[src/rtl/piggy_pkg.sv]
// Shared types and constants for the coin-total report scheduler.
package piggy_pkg;

  localparam int unsigned FRAME_LEN = 18;
  localparam int unsigned IDX_W     = 5;
  localparam int unsigned BYTE_W    = 8;
  localparam int unsigned DIGITS_W  = 24;

  localparam logic [BYTE_W-1:0] CR = 8'h0D;
  localparam logic [BYTE_W-1:0] LF = 8'h0A;

  localparam logic [BYTE_W-1:0] DEF_TAG0 = 8'h54;  // 'T' 10 baht
  localparam logic [BYTE_W-1:0] DEF_TAG1 = 8'h46;  // 'F' 5 baht
  localparam logic [BYTE_W-1:0] DEF_TAG2 = 8'h57;  // 'W' 2 baht
  localparam logic [BYTE_W-1:0] DEF_TAG3 = 8'h4F;  // 'O' 1 baht

  typedef enum logic [1:0] {
    IDLE = 2'd0,
    SNAP = 2'd1,
    SEND = 2'd2,
    GAP  = 2'd3
  } state_t;

  // Coherent copy of the four 3-digit ASCII totals taken at SNAP.
  typedef struct packed {
    logic [DIGITS_W-1:0] a3;
    logic [DIGITS_W-1:0] a2;
    logic [DIGITS_W-1:0] a1;
    logic [DIGITS_W-1:0] a0;
  } snap_t;

endpackage

[src/rtl/frame_byte_mux.sv]
// Selects the frame byte for a given index from the snapshot and tags.
module frame_byte_mux
  import piggy_pkg::*;
#(
  parameter logic [BYTE_W-1:0] TAG0 = DEF_TAG0,
  parameter logic [BYTE_W-1:0] TAG1 = DEF_TAG1,
  parameter logic [BYTE_W-1:0] TAG2 = DEF_TAG2,
  parameter logic [BYTE_W-1:0] TAG3 = DEF_TAG3
) (
  input  logic [IDX_W-1:0]  idx,
  input  snap_t             snap,
  output logic [BYTE_W-1:0] byte_c
);

  logic [BYTE_W-1:0]   rec_tag;
  logic [DIGITS_W-1:0] rec_digits;

  // Pick the record (tag + digits) addressed by the upper index bits.
  always_comb begin
    rec_tag    = TAG0;
    rec_digits = snap.a0;
    unique case (idx[3:2])
      2'd0: begin rec_tag = TAG0; rec_digits = snap.a0; end
      2'd1: begin rec_tag = TAG1; rec_digits = snap.a1; end
      2'd2: begin rec_tag = TAG2; rec_digits = snap.a2; end
      2'd3: begin rec_tag = TAG3; rec_digits = snap.a3; end
    endcase
  end

  // Records occupy indices 0..15 (tag then MSD..LSD); CR/LF close the frame.
  always_comb begin
    byte_c = 8'h00;
    if (idx < IDX_W'(16)) begin
      unique case (idx[1:0])
        2'd0: byte_c = rec_tag;
        2'd1: byte_c = rec_digits[23:16];
        2'd2: byte_c = rec_digits[15:8];
        2'd3: byte_c = rec_digits[7:0];
      endcase
    end else if (idx == IDX_W'(16)) begin
      byte_c = CR;
    end else if (idx == IDX_W'(17)) begin
      byte_c = LF;
    end
  end

endmodule

[src/rtl/coin_report_scheduler.sv]
// Coalesces coin-total change events and emits one 18-byte report frame
// over a valid/ready byte link, with an enforced idle gap between frames.
module coin_report_scheduler
  import piggy_pkg::*;
#(
  parameter int unsigned       GAP_CYCLES = 16,
  parameter logic [BYTE_W-1:0] TAG0       = DEF_TAG0,
  parameter logic [BYTE_W-1:0] TAG1       = DEF_TAG1,
  parameter logic [BYTE_W-1:0] TAG2       = DEF_TAG2,
  parameter logic [BYTE_W-1:0] TAG3       = DEF_TAG3
) (
  input  logic                clk,
  input  logic                rst_n,
  input  logic [3:0]          change,
  input  logic                force_req,
  input  logic [DIGITS_W-1:0] ascii0,
  input  logic [DIGITS_W-1:0] ascii1,
  input  logic [DIGITS_W-1:0] ascii2,
  input  logic [DIGITS_W-1:0] ascii3,
  output logic [BYTE_W-1:0]   tx_data,
  output logic                tx_valid,
  input  logic                tx_ready,
  output logic                busy,
  output logic                frame_done,
  output logic [3:0]          pending
);

  localparam int unsigned GAP_W = (GAP_CYCLES > 0) ? $clog2(GAP_CYCLES + 1) : 1;

  state_t             state, state_next;
  logic [IDX_W-1:0]   idx, idx_next;
  logic [GAP_W-1:0]   gap_cnt, gap_next;
  snap_t              snap, snap_next;
  logic               force_flag, force_next;
  logic [3:0]         pending_next;
  logic [BYTE_W-1:0]  byte_c, tx_data_next;
  logic               tx_valid_next, busy_next, frame_done_next;

  // Byte for the next presented index, computed from the next snapshot so
  // tx_data is already correct on the first SEND cycle.
  frame_byte_mux #(
    .TAG0(TAG0),
    .TAG1(TAG1),
    .TAG2(TAG2),
    .TAG3(TAG3)
  ) u_mux (
    .idx   (idx_next),
    .snap  (snap_next),
    .byte_c(byte_c)
  );

  // State and registered outputs.
  always_ff @(posedge clk or negedge rst_n) begin
    if (!rst_n) begin
      state      <= IDLE;
      idx        <= '0;
      gap_cnt    <= '0;
      snap       <= '0;
      force_flag <= 1'b0;
      pending    <= 4'b0;
      tx_data    <= '0;
      tx_valid   <= 1'b0;
      busy       <= 1'b0;
      frame_done <= 1'b0;
    end else begin
      state      <= state_next;
      idx        <= idx_next;
      gap_cnt    <= gap_next;
      snap       <= snap_next;
      force_flag <= force_next;
      pending    <= pending_next;
      tx_data    <= tx_data_next;
      tx_valid   <= tx_valid_next;
      busy       <= busy_next;
      frame_done <= frame_done_next;
    end
  end

  // Next-state and next-output logic.
  always_comb begin
    state_next      = state;
    idx_next        = idx;
    gap_next        = gap_cnt;
    snap_next       = snap;
    pending_next    = pending | change;
    force_next      = force_flag | force_req;
    tx_valid_next   = 1'b0;
    frame_done_next = 1'b0;

    unique case (state)
      IDLE: begin
        if (((pending | change) != 4'b0) || force_flag || force_req) begin
          state_next = SNAP;
        end
      end
      SNAP: begin
        snap_next.a0  = ascii0;
        snap_next.a1  = ascii1;
        snap_next.a2  = ascii2;
        snap_next.a3  = ascii3;
        // Events seen in this cycle survive for the following frame.
        pending_next  = change;
        force_next    = force_req;
        idx_next      = '0;
        tx_valid_next = 1'b1;
        state_next    = SEND;
      end
      SEND: begin
        tx_valid_next = 1'b1;
        if (tx_ready) begin
          if (idx == IDX_W'(FRAME_LEN - 1)) begin
            tx_valid_next   = 1'b0;
            frame_done_next = 1'b1;
            idx_next        = '0;
            gap_next        = '0;
            if (GAP_CYCLES == 0) begin
              state_next = IDLE;
            end else begin
              state_next = GAP;
            end
          end else begin
            idx_next = idx + IDX_W'(1);
          end
        end
      end
      GAP: begin
        if (gap_cnt == GAP_W'(GAP_CYCLES - 1)) begin
          gap_next   = '0;
          state_next = IDLE;
        end else begin
          gap_next = gap_cnt + GAP_W'(1);
        end
      end
      default: state_next = IDLE;
    endcase

    busy_next    = (state_next != IDLE);
    tx_data_next = tx_valid_next ? byte_c : 8'h00;
  end

endmodule

[config.mk]
export PLATFORM = sky130hd
export DESIGN_NAME = coin_report_scheduler
export DESIGN_NICKNAME = d
export VERILOG_FILES = /design/src/rtl/piggy_pkg.sv /design/src/rtl/frame_byte_mux.sv /design/src/rtl/coin_report_scheduler.sv
export SDC_FILE = /design/constraint.sdc
export NUM_CORES = 1
export LEC_CHECK = 0
export ABC_AREA = 0
export BUFFER_PORTS_ARGS = -buffer_cell sky130_fd_sc_hd__buf_2
export CELL_PAD_IN_SITES_DETAIL_PLACEMENT = 0
export CELL_PAD_IN_SITES_GLOBAL_PLACEMENT = 2
export CORE_MARGIN = 2
export CORE_UTILIZATION = 37
export CTS_CLUSTER_DIAMETER = 80
export CTS_CLUSTER_SIZE = 10
export DETAILED_ROUTE_END_ITERATION = 10
export PLACE_DENSITY = 0.79
export SLEW_MARGIN = 30
export SYNTH_ARGS = -nofsm -noshare
export SYNTH_HDL_FRONTEND = slang
export SYNTH_SLANG_ARGS = --single-unit
[constraint.sdc]
create_clock -name clk -period 2.95 [get_ports clk]
set_clock_uncertainty 0.2 [all_clocks]
set_input_delay 0.4425 -clock clk [delete_from_list [all_inputs] [get_ports clk]]
set_output_delay 0.4425 -clock clk [all_outputs]
set_load 0.05 [all_outputs]
==> impl_metrics.ini <==
[synth]
synth_edf_count = 0
ys_ff_latch = 124
syn_area_mm2 = 0.006167
avgSynthCellArea_um2 = 12.12
synthTopCellsByCount = 124 x dfrtp_1, 96 x mux2_2, 21 x nor2_1
synth-seq-area-share_pct = 50.31
synth_top_cell_by_area = dfrtp_1
syn_nets = 620
synth_ff_type = dfrtp_1
ys_types = 73
synthArstFlopShare_pct = 100.0
synth_top_area_share_pct = 50.31
synth.area.top_cells = dfrtp_1 50%, mux2_2 18%, mux2i_1 2.3%, ha_1 1.4%, a21o_1 1.3%
yosysMostFrequentCell = dfrtp_1
yosysWarnings = 0
netlist_instances = 509

[min_path]
hold_class = input port to flop
min_path_cells = 2
worstHoldStart = change[1]
min_to = pending[1]$_DFF_PN0_

[clocking]
cts-root-buf = clkbuf_16
htreeDepth = 4
cts.sinks = 124
cts_tree = done
numCtsBuffers = 17
insertion_delay_ns = 0.43
path_clk_slew_ns = 0.06
clk_path_buf_depth = 2

[power_and_ir_drop]
peakVddDrop_v = 0.0004537
p_leak_nw = 3.574
totalPowerFinal_mw = 8.689
power_density_mw_per_mm2 = 1097

[worst_setup_path]
slowest_stage = or3_4
path_buf_inv = 2
path_cells = inv_1, ha_1, buf_4, and2_4, a21o_4, or3_4, a32o_1, a221oi_1, a311oi_1
crit_fanout = 11
max_stage_delay_ns = 0.49
r2r_start = state[1]$_DFF_PN0_
r2r_slack_ns = 0.15
crit_family = compound AO/OA/AOI/OAI gates
cp-start-kind = flop
r2r-end = tx_data[3]$_DFF_PN0_
required_ns = 3.03
crit_type = flop to flop
cp-end-kind = flop
cp.arrival_ns = 2.88
ff2ff_path_depth = 9

[die]
die_area_mm2 = 0.01772
core-area_mm2 = 0.01647
start_util_pct = 37.45
chipHeight_um = 133.1
core.rowCount = 47
die_width_um = 133.1
ios = 119

[global_route]
grt.total_usage_pct = 20.03
antenna_found_initial = 0
grt.overflow.total = 0
grt_pass1_vias = 4846
grt_max_degree = 51
grt_pass1_wl_mm = 26.88

[place]
placed_area_mm2 = 0.007224
dp_hpwl_mm = 12.95
gp_congestion = 0.9129
numPortBuffers = 118

[drt]
first_iter_violations = 268
wl_per_cell_um = 18.94
wl_mm = 17.03
first_pass_iters = 4
avgViaCountPerCell = 5.190
drc = 0
drtAntennaViolNets = 0
vias = 4666

[sta]
tns_ns = 0
slew_viol_final = 0
holdWs_ns = 0.01891
hold_violations = 0
worstMarginPinSlew_ns = 0.5751
setup_viol = 0
clock.fmax_mhz = 357.3
min_period_over_period_pct = 94.88
relSlewSlack_pct = 61.40
rsz0062_at_grt = no
post-route-min-period_ns = 2.799

[finish]
syn_to_final_growth_pct = 28.44
finish.net_count = 777
diodes = 0
layout-drive-gt1-share_pct = 46.54
final_cell_area_mm2 = 0.007921

[job]
cap_violations = 0

[outcome]
status = complete, no violations
==> final cells by class <==
class / instances / area, µm²
inverters: 19 / 71.32
clock inverters: 12 / 158.9
clock buffers: 20 / 466.7
repair buffers: 166 / 1001
fillers: 1560 / 8544
flip-flops and latches: 124 / 3103
multi-input cells: 338 / 2845
well taps: 220 / 275.3
==> stage by stage <==
step / setup slack (ns) / util [%] / instances
2_1_floorplan: 0.2989 / - / 509
5_1_grt: 0.02056 / 48.11 / 899
3_5_place_dp: 0.07637 / 43.88 / 861
4_1_cts: 0.06473 / 47.92 / 897
3_3_place_gp: 0.1058 / 43.88 / 861
6_report: 0.1510 / 48.11 / 899
==> placed cells by master, fill, tap and decap left out, types with 3 or more instances in the layout <==
master / count
a32o_1: 6
buf_12: 3
bufinv_16: 3
a31oi_1: 5
nor2b_1: 3
o22ai_1: 5
inv_6: 4
nor4_1: 4
or3_1: 5
a21oi_1: 15
nand4_1: 5
o211ai_1: 4
dlygate4sd3_1: 4
nand2b_1: 4
nand2_1: 16
and3_1: 9
o21ai_1: 4
mux2_2: 96
inv_1: 17
nor2_1: 21
and2_1: 3
o21a_1: 7
buf_4: 42
a21o_1: 11
clkbuf_8: 3
clkbuf_16: 17
o21ai_0: 14
dfrtp_1: 124
buf_2: 117
mux2i_1: 14
nand3_1: 12
a221oi_1: 3
ha_1: 6
o31ai_1: 5
a211oi_1: 4
nor3_1: 5
==> per-layer routing <==
metal	up-vias	wire [µm]	global-route usage, %
met4	0	422	8.747
li1	2194	-	-
met5	-	0	0
met1	2326	7782	26.99
met2	118	8051	31.69
met3	28	771	3.843
==> flip-flops by register name (all words and copies together), names as in the netlist <==
signal      flops
frame_done      1
force_flag      1
tx_valid        1
idx             5
tx_data         8
state           2
pending         4
snap           96
gap_cnt         5
busy            1
==> kinds of logic (layout without fill, tap and decap cells) <==
| kind of cell | Yosys count | after routing | share of synthesized area [%] |
|---|---|---|---|
| muxes | 110 | 110 | 19.80 |
| buffers and inverters | 47 | 217 | 4.017 |
| and+or+nand+nor | 103 | 103 | 9.678 |
| adders and majority gates | 7 | 7 | 1.420 |
| xor gates and xnor gates | 4 | 4 | 1.177 |
| AOI/OAI and AO/OA | 114 | 114 | 13.59 |
| DFF | 124 | 124 | 50.31 |
==> worst register-to-register path, cell delays in order, from the launching register on <==
cell and delay, ns:
dfrtp_1 0.37, inv_1 0.06, ha_1 0.30, buf_4 0.16
and2_4 0.16, a21o_4 0.26, or3_4 0.49, a32o_1 0.26
a221oi_1 0.25, a311oi_1 0.14
==> worst max-delay path by stage <==
stage                        from                   end  slack, ns  depth (start not counted)
2_1_floorplan  state[0]$_DFF_PN0_  tx_data[6]$_DFF_PN0_       0.30                         10
3_3_place_gp   state[1]$_DFF_PN0_  tx_data[3]$_DFF_PN0_       0.11                         10
3_5_place_dp   state[1]$_DFF_PN0_  tx_data[3]$_DFF_PN0_       0.08                          8
4_1_cts        state[1]$_DFF_PN0_  tx_data[3]$_DFF_PN0_       0.06                          8
5_1_grt        state[1]$_DFF_PN0_  tx_data[2]$_DFF_PN0_       0.02                          9
6_report       state[1]$_DFF_PN0_  tx_data[3]$_DFF_PN0_       0.15                          9
==> what timing repair did <==
action,in CTS,in global routing
gates resized for setup,0,3
setup endpoints to repair,0,2
hold buffers,4,0
setup buffers,0,2
endpoints found under the hold margin,44,0
==> power by group <==
part	switching (mW)	total [mW]	internal, mW	leakage, nW
registers	0.225	2.70	2.48	1.49
logic	2.05	3.78	1.73	1.78
clock network	0.800	2.20	1.40	0.304
Note: power is estimated with default switching activity, not from simulation.
